## config.mk

```make
export PLATFORM = sky130hd
export DESIGN_NAME = morse_key_decoder
export DESIGN_NICKNAME = d
export VERILOG_FILES = /design/src/rtl/morse_key_decoder.sv
export SDC_FILE = /design/constraint.sdc
export NUM_CORES = 1
export LEC_CHECK = 0
export ABC_AREA = 0
export BUFFER_PORTS_ARGS = -buffer_cell sky130_fd_sc_hd__buf_2
export CAP_MARGIN = 20
export CORE_ASPECT_RATIO = 1.5
export CORE_MARGIN = 3
export CORE_UTILIZATION = 50
export CTS_BUF_LIST = sky130_fd_sc_hd__clkbuf_4
export DETAILED_ROUTE_END_ITERATION = 10
export GPL_ROUTABILITY_DRIVEN = 0
export PLACE_DENSITY = 0.74
export SLEW_MARGIN = 20
export SYNTH_ARGS = -nofsm -noshare
export SYNTH_HDL_FRONTEND = slang
export SYNTH_SLANG_ARGS = --single-unit
```

## constraint.sdc

```tcl
create_clock -name refclk -period 4.9 [get_ports refclk]
set_clock_uncertainty 0.05 [all_clocks]
set_input_delay 0.98 -clock refclk [delete_from_list [all_inputs] [get_ports refclk]]
set_output_delay 0.98 -clock refclk [all_outputs]
set_load 0.01 [all_outputs]
```

## src/rtl/morse_key_decoder.sv

```systemverilog
// Morse hand-key receiver: synchronises and debounces the key, times marks and gaps in
// Morse units, and emits ASCII characters (A-Z, 0-9, '?' on error, space on word gap).
module morse_key_decoder #(
    parameter int unsigned CLKS_PER_UNIT = 25000000,
    parameter int unsigned DEBOUNCE_CLKS = 500000,
    parameter int unsigned DASH_UNITS    = 2,
    parameter int unsigned LETTER_GAP    = 3,
    parameter int unsigned WORD_GAP      = 7
) (
    input  logic       refclk,
    input  logic       rst_n,
    input  logic       key_in,
    output logic       key_clean,
    output logic       dot_pulse,
    output logic       dash_pulse,
    output logic       char_valid,
    output logic [7:0] char_ascii,
    output logic       char_err,
    output logic       busy
);

    localparam int unsigned UW  = (CLKS_PER_UNIT > 1) ? $clog2(CLKS_PER_UNIT) : 1;
    localparam int unsigned DBW = (DEBOUNCE_CLKS > 1) ? $clog2(DEBOUNCE_CLKS) : 1;

    typedef enum logic [1:0] {StIdle, StMark, StSpace, StWordWait} state_e;

    logic           key_meta_q, key_sync_q, key_clean_q, key_prev_q;
    logic [DBW-1:0] db_cnt_q;
    logic [UW-1:0]  unit_cnt_q;
    logic           key_rise, key_fall, key_edge, unit_tick;

    state_e      state_q, state_d;
    logic [3:0]  mark_units_q, mark_units_d;
    logic [3:0]  gap_units_q, gap_units_d, gap_inc;
    logic [4:0]  sym_bits_q, sym_bits_d;
    logic [2:0]  sym_len_q, sym_len_d;
    logic        sym_ovf_q, sym_ovf_d;
    logic        dot_q, dot_d, dash_q, dash_d, valid_q, valid_d, err_q, err_d, is_dash;
    logic [7:0]  ascii_q, ascii_d, lut_char;

    // Synchroniser and debounce: key_clean flips only after a run of differing samples.
    always_ff @(posedge refclk or negedge rst_n) begin
        if (!rst_n) begin
            key_meta_q  <= 1'b0;
            key_sync_q  <= 1'b0;
            key_clean_q <= 1'b0;
            key_prev_q  <= 1'b0;
            db_cnt_q    <= '0;
        end else begin
            key_meta_q <= key_in;
            key_sync_q <= key_meta_q;
            key_prev_q <= key_clean_q;
            if (key_sync_q != key_clean_q) begin
                if (db_cnt_q == DBW'(DEBOUNCE_CLKS - 1)) begin
                    key_clean_q <= key_sync_q;
                    db_cnt_q    <= '0;
                end else begin
                    db_cnt_q <= db_cnt_q + 1'b1;
                end
            end else begin
                db_cnt_q <= '0;
            end
        end
    end

    assign key_rise = key_clean_q & ~key_prev_q;
    assign key_fall = ~key_clean_q & key_prev_q;
    assign key_edge = key_rise | key_fall;
    // An edge on the wrap cycle restarts the unit and swallows that tick.
    assign unit_tick = (unit_cnt_q == UW'(CLKS_PER_UNIT - 1)) && !key_edge;

    always_ff @(posedge refclk or negedge rst_n) begin
        if (!rst_n) begin
            unit_cnt_q <= '0;
        end else if (key_edge || unit_cnt_q == UW'(CLKS_PER_UNIT - 1)) begin
            unit_cnt_q <= '0;
        end else begin
            unit_cnt_q <= unit_cnt_q + 1'b1;
        end
    end

    // Symbol key is {length, elements}; first element sits in the highest used bit.
    always_comb begin
        lut_char = 8'h3F;
        case ({sym_len_q, sym_bits_q})
            {3'd1, 5'b00000}: lut_char = 8'h45;
            {3'd1, 5'b00001}: lut_char = 8'h54;
            {3'd2, 5'b00000}: lut_char = 8'h49;
            {3'd2, 5'b00001}: lut_char = 8'h41;
            {3'd2, 5'b00010}: lut_char = 8'h4E;
            {3'd2, 5'b00011}: lut_char = 8'h4D;
            {3'd3, 5'b00000}: lut_char = 8'h53;
            {3'd3, 5'b00001}: lut_char = 8'h55;
            {3'd3, 5'b00010}: lut_char = 8'h52;
            {3'd3, 5'b00011}: lut_char = 8'h57;
            {3'd3, 5'b00100}: lut_char = 8'h44;
            {3'd3, 5'b00101}: lut_char = 8'h4B;
            {3'd3, 5'b00110}: lut_char = 8'h47;
            {3'd3, 5'b00111}: lut_char = 8'h4F;
            {3'd4, 5'b00000}: lut_char = 8'h48;
            {3'd4, 5'b00001}: lut_char = 8'h56;
            {3'd4, 5'b00010}: lut_char = 8'h46;
            {3'd4, 5'b00100}: lut_char = 8'h4C;
            {3'd4, 5'b00110}: lut_char = 8'h50;
            {3'd4, 5'b00111}: lut_char = 8'h4A;
            {3'd4, 5'b01000}: lut_char = 8'h42;
            {3'd4, 5'b01001}: lut_char = 8'h58;
            {3'd4, 5'b01010}: lut_char = 8'h43;
            {3'd4, 5'b01011}: lut_char = 8'h59;
            {3'd4, 5'b01100}: lut_char = 8'h5A;
            {3'd4, 5'b01101}: lut_char = 8'h51;
            {3'd5, 5'b11111}: lut_char = 8'h30;
            {3'd5, 5'b01111}: lut_char = 8'h31;
            {3'd5, 5'b00111}: lut_char = 8'h32;
            {3'd5, 5'b00011}: lut_char = 8'h33;
            {3'd5, 5'b00001}: lut_char = 8'h34;
            {3'd5, 5'b00000}: lut_char = 8'h35;
            {3'd5, 5'b10000}: lut_char = 8'h36;
            {3'd5, 5'b11000}: lut_char = 8'h37;
            {3'd5, 5'b11100}: lut_char = 8'h38;
            {3'd5, 5'b11110}: lut_char = 8'h39;
            default:          lut_char = 8'h3F;
        endcase
        if (sym_ovf_q) lut_char = 8'h3F;
    end

    assign gap_inc = (gap_units_q == 4'hF) ? 4'hF : gap_units_q + 4'd1;
    assign is_dash = (mark_units_q >= 4'(DASH_UNITS));

    always_comb begin
        state_d      = state_q;
        mark_units_d = mark_units_q;
        gap_units_d  = gap_units_q;
        sym_bits_d   = sym_bits_q;
        sym_len_d    = sym_len_q;
        sym_ovf_d    = sym_ovf_q;
        dot_d        = 1'b0;
        dash_d       = 1'b0;
        valid_d      = 1'b0;
        ascii_d      = ascii_q;
        err_d        = err_q;
        case (state_q)
            StIdle: begin
                if (key_rise) begin
                    state_d      = StMark;
                    mark_units_d = 4'd0;
                end
            end
            StMark: begin
                if (key_fall) begin
                    dash_d      = is_dash;
                    dot_d       = !is_dash;
                    gap_units_d = 4'd0;
                    state_d     = StSpace;
                    if (sym_len_q == 3'd5) begin
                        sym_ovf_d = 1'b1;
                    end else begin
                        sym_bits_d = {sym_bits_q[3:0], is_dash};
                        sym_len_d  = sym_len_q + 3'd1;
                    end
                end else if (unit_tick && mark_units_q != 4'hF) begin
                    mark_units_d = mark_units_q + 4'd1;
                end
            end
            StSpace: begin
                if (key_rise) begin
                    state_d      = StMark;
                    mark_units_d = 4'd0;
                end else if (unit_tick) begin
                    gap_units_d = gap_inc;
                    if (gap_inc == 4'(LETTER_GAP)) begin
                        valid_d    = 1'b1;
                        ascii_d    = lut_char;
                        err_d      = (lut_char == 8'h3F);
                        sym_bits_d = 5'd0;
                        sym_len_d  = 3'd0;
                        sym_ovf_d  = 1'b0;
                        state_d    = StWordWait;
                    end
                end
            end
            StWordWait: begin
                if (key_rise) begin
                    state_d      = StMark;
                    mark_units_d = 4'd0;
                end else if (unit_tick) begin
                    gap_units_d = gap_inc;
                    if (gap_inc == 4'(WORD_GAP)) begin
                        valid_d = 1'b1;
                        ascii_d = 8'h20;
                        err_d   = 1'b0;
                        state_d = StIdle;
                    end
                end
            end
            default: state_d = StIdle;
        endcase
    end

    always_ff @(posedge refclk or negedge rst_n) begin
        if (!rst_n) begin
            state_q      <= StIdle;
            mark_units_q <= 4'd0;
            gap_units_q  <= 4'd0;
            sym_bits_q   <= 5'd0;
            sym_len_q    <= 3'd0;
            sym_ovf_q    <= 1'b0;
            dot_q        <= 1'b0;
            dash_q       <= 1'b0;
            valid_q      <= 1'b0;
            ascii_q      <= 8'h00;
            err_q        <= 1'b0;
        end else begin
            state_q      <= state_d;
            mark_units_q <= mark_units_d;
            gap_units_q  <= gap_units_d;
            sym_bits_q   <= sym_bits_d;
            sym_len_q    <= sym_len_d;
            sym_ovf_q    <= sym_ovf_d;
            dot_q        <= dot_d;
            dash_q       <= dash_d;
            valid_q      <= valid_d;
            ascii_q      <= ascii_d;
            err_q        <= err_d;
        end
    end

    assign key_clean  = key_clean_q;
    assign dot_pulse  = dot_q;
    assign dash_pulse = dash_q;
    assign char_valid = valid_q;
    assign char_ascii = ascii_q;
    assign char_err   = err_q;
    assign busy       = (state_q != StIdle);

endmodule

```

Yosys cells after proc, flatten, opt, wreduce, memory -nomap -nowiden --
Index checks and enable logic that the tools add are counted.
Cells by class: bitwise operators 5, reductions and logical operators 19, mux-type cells 66, equality and inequality tests 67, add/subtract/negate cells 5, magnitude comparators 1
Operator list (count):
- case mux 7 bit (36 select lines) | 1
- == test 8 bit (second input constant) | 22
- == test 8 x 7 -> 1 bit (second input constant) | 12
- two-way mux 8 bit | 7
- two-way mux 19 bit | 2
- two-way mux 4 bit | 7
- != test 2 bit (second input constant) | 13
- adder 25 x 1 -> 25 bit (second input constant) | 1
- == test 25 bit (second input constant) | 1
- two-way mux 25 bit | 1
- two-way mux 5 bit | 5
- == test 8 x 6 -> 1 bit (second input constant) | 3
- two-way mux 1 bit | 21
- adder 19 x 1 -> 19 bit (second input constant) | 1
- == test 19 bit (second input constant) | 1
- AND reduction 6 bit | 3
- two-way mux 2 bit | 8
- case mux 4 bit (2 select lines) | 2
- case mux 8 bit (2 select lines) | 1
- two-way mux 3 bit | 5
- != test 3 bit (second input constant) | 4
- case mux 5 bit (2 select lines) | 1
- adder 4 x 1 -> 4 bit (second input constant) | 2
- case mux 2 bit (4 select lines) | 1
- 27 further kinds | 38
Storage, ports and cells: register bits after elaboration 79, output and inout bits 14

Depth between registers and ports, before layout --
depth after elaboration 9, gate-level depth with buffers 8

Worst setup path before layout --
Ideal clock, no wire load.
path kind register to register, start point reg unit_cnt_q[15], end point reg ascii_q[5], in the netlist char_ascii[5], data required time 4.731 ns, data arrival time 2.378 ns, stages on the path, launching flop included 7, setup slack 2.353 ns, setup time 0.119 ns, path through dfrtp_1 -> or4b_1 -> or4b_4 -> nor4_4 -> nand2_2 -> or3_1 -> o21a_1
Between the ends: cells in the longest elaborated chain, start to end 4, elaborated cells on any way between the ends 5, classes of those cells eq/ne: 3; reduce/logical: 2
Ends and longest elaborated chain:
- start, declared | RTL line 29 | logic [UW-1:0] unit_cnt_q;
- start signal, assigned | RTL line 78 | unit_cnt_q <= unit_cnt_q + 1'b1;
- == test 25 bit (*) | RTL line 70 | assign unit_tick = (unit_cnt_q == UW'(CLKS_PER_UNIT - 1)) && !key_edge;
- logical AND 1 bit (*) | RTL line 70
- != test 2 bit (no line)
- AND reduction 7 bit (no line) (*)
- end signal, assigned | RTL line 223 | ascii_q <= ascii_d;
- end, declared | RTL line 39 | logic [7:0] ascii_q, ascii_d, lut_char;
Mark *: on every way between the ends. The rest lies on a longest branch, timed or not. A chain may end at the register's enable or synchronous reset.

Worst setup path in the final report --
Same ends and word-level chain as after synthesis.

==> flow_summary.json <==
{
  "outcome": "completed",
  "synth_compound_area_frac": 0.105,
  "cts.sinks": 78,
  "hold_buffers": 0,
  "setup_violations": 0,
  "r2r_start": "unit_cnt_q[15]",
  "grt_pass1_wl_mm": 16.0,
  "fillers": 760,
  "cts.clk_slew.worst_paths_ns": 0.13,
  "dp_hpwl_mm": 6.38,
  "ys_warn_count": 0,
  "timing.final.crit_share": 0.588,
  "period_needed_ns": 2.88,
  "drcViolationCount": 0,
  "cts_setup_buffers": 0,
  "routed_via_density": 5.97,
  "final_layout_size_suffix_gt1_frac": 0.0848,
  "antenna_found_initial": 1,
  "vias": 3597,
  "hold_viol_final": 0,
  "internal_power_mw": 0.956,
  "cts_buffer_depth": 2,
  "cp_data_required_time_ns": 5.20,
  "wirelength_mm": 9.22,
  "place_inst": 586,
  "synth_common_cells": "dfrtp_1 (78), nor2_1 (64), nand2_1 (47)",
  "nNetsFinal": 502,
  "synth_nets": 496,
  "start_util": 0.515,
  "synth_top_family_by_area": "simple AND/OR/NAND/NOR gates",
  "crit_start": "unit_cnt_q[15]",
  "num_io_pins": 17,
  "synth_edf_count": 0,
  "ys_seq_area_frac": 0.451,
  "critPathKind": "reg2reg",
  "synth_cells": 484,
  "wl_met2_mm": 4.74,
  "dieArea_um2": 9840,
  "clkPwrFrac": 0.440,
  "clock_latency_ns": 0.44,
  "synthMostInstantiatedCell": "dfrtp_1",
  "synth-simple-area-share": 0.290,
  "p_comb_frac": 0.017,
  "netSwitchingPower_mw": 0.238,
  "synth_flop_cell": "dfrtp_1",
  "cts_buffers": 9,
  "die_h_um": 120,
  "core_um2": 8410,
  "swShare": 0.199,
  "synth_cell_type_count": 60,
  "slew_viol_final": 0,
  "netlist_area_um2": 4330,
  "p_per_area_nw_per_um2": 256,
  "setup-tns-final_ns": 0,
  "rows": 41,
  "rsz0062_at_grt": "no",
  "synth.area.top_cells": "dfrtp_1 (45%), xor2_1 (5.9%), nor2_1 (5.5%)",
  "io_buffers": 15,
  "syn_to_final_growth_pct": 7.83,
  "grt_overflow": 0,
  "cts-root-buf": "clkbuf_4",
  "startpoint_type": "flop",
  "timing.max_cap.violations": 0,
  "synth_xor_area_frac": 0.0930,
  "worst-path-max-fanout": 13,
  "ir_drop_v": 0.000267,
  "grt_start_max_net_pins": 79,
  "worstMarginPinSlew_ns": 0.957,
  "synth_top_area_cell": "dfrtp_1",
  "post_drt_wl_per_cell_um": 15.3,
  "firstDrtPassIters": 5,
  "power.share.sequential": 0.543,
  "muxShareOfSynthArea": 0.00231,
  "p_leak_nw": 2.08,
  "hold_path.startpoint": "key_meta_q",
  "routed.top_layer": "met4",
  "drt_iter0_drc": 214,
  "synth_fa_ha_area_frac": 0.0260,
  "wl_met3_um": 408,
  "ant_nets": 0,
  "yosysTopAreaCellShare": 0.451,
  "cp-end-kind": "flop",
  "worstPathArrival_ns": 3.18,
  "fmax_mhz": 347,
  "relSlewSlack": 0.362,
  "dieWidth_um": 82.0,
  "hold_path_class": "reg2reg",
  "final_cells": 603,
  "grt_pass1_vias": 3501,
  "drt-met1-wl_mm": 3.74,
  "avgSynthCellArea_um2": 8.95,
  "htreeDepth": 3,
  "postCtsResizedCells": 0,
  "grt_usage": 0.207,
  "synth_seq_cells": 78,
  "tritoncts": "yes",
  "synthArstFlopShare": 1.00
}
## per-stage QoR
step | hold WS [ns] | utilization | cell area (um^2) | total power, mW | setup WS (ns)
finish | 0.313 | 0.555 | 4670 | 1.19 | 2.02
global route | 0.336 | 0.555 | 4670 | 1.24 | 1.84
CTS | 0.313 | 0.555 | 4670 | 1.21 | 2.03
detailed placement | 0.286 | 0.530 | 4460 | 0.682 | 2.04
global placement | 0.282 | 0.530 | 4460 | 0.682 | 2.08
floorplan | 0.281 | - | 4330 | 0.668 | 2.35
## critical path, cell delays in order (launching register included)
cell and delay, ns:
dfrtp_1 0.45, or4b_1 0.56, or4b_4 0.55, nor4_4 0.42, nand2_2 0.26, or3_1 0.40
o21a_1 0.11
## power by group through the flow
| stage | clock [mW] | combinational [mW] | sequential (mW) |
|---|---|---|---|
| after floorplan | 0 | 0.00716 | 0.661 |
| after global placement | 0 | 0.0206 | 0.661 |
| after detailed placement | 0 | 0.0211 | 0.661 |
| after CTS | 0.542 | 0.0213 | 0.649 |
| after global routing | 0.570 | 0.0246 | 0.650 |
| final | 0.526 | 0.0200 | 0.649 |
## placed cells by master, fill, tap and decap left out, types with 5 or more instances in the layout
cell	synthesis	layout
nand4_1	13	13
dfrtp_1	78	78
or2_2	7	7
nor2_1	64	64
buf_2	0	14
nor3_1	13	13
o21ai_0	25	25
nor2b_1	7	7
nor4_1	11	11
nand2_1	47	47
xor2_1	29	29
and3_1	14	14
a21oi_1	15	15
and2_1	5	5
nand3_1	29	29
xnor2_1	17	17
nand2b_1	5	5
inv_1	16	16
clkbuf_4	0	9
ha_1	9	9
## cell type report
| class | count | area (um^2) | area share |
|---|---|---|---|
| antenna | 1 | 2.50 | 0.000536 |
| clock buffer | 9 | 67.6 | 0.0145 |
| clock inverter | 7 | 136 | 0.0292 |
| inverter | 16 | 60.1 | 0.0129 |
| multi-input combinational | 370 | 2240 | 0.480 |
| sequential | 78 | 1950 | 0.418 |
| tap | 107 | 134 | 0.0287 |
| timing repair buffer | 15 | 77.6 | 0.0166 |
## kinds of logic (layout without fill, tap and decap cells)
group | after synthesis | in the layout
buf+inv | 36 | 47
xor+xnor | 46 | 46
compound gates | 71 | 71
flops | 78 | 78
fa+ha+maj | 9 | 9
simple gates | 242 | 242
mux | 1 | 1
other cells | 1 | 2
## final timing paths
path | end | slack, ns | cells after the start
worst max-delay path | char_ascii[5] | 2.02 | 6
worst min-delay path | key_sync_q | 0.31 | 0
worst max register to register | char_ascii[5] | 2.02 | 6
worst min register to register | key_sync_q | 0.31 | 0
max in group asynchronous | unit_cnt_q[19] | 3.56 | 1
min in group asynchronous | char_ascii[0] | 0.61 | 1
## state kept, by name (all words and copies together) (netlist names), 2 cells and up
| signal | flops |
|---|---|
| char_ascii | 7 |
| db_cnt_q | 19 |
| gap_units_q | 4 |
| mark_units_q | 4 |
| state_q | 2 |
| sym_bits_q | 5 |
| sym_len_q | 3 |
| unit_cnt_q | 25 |
## per-layer routing
layer | global-route usage | up-vias
li1 | - | 1713
met1 | 0.256 | 1746
met2 | 0.331 | 109
met3 | 0.0420 | 29
met4 | 0.113 | 0
met5 | 0 | -
(Power assumes the default switching activity.)
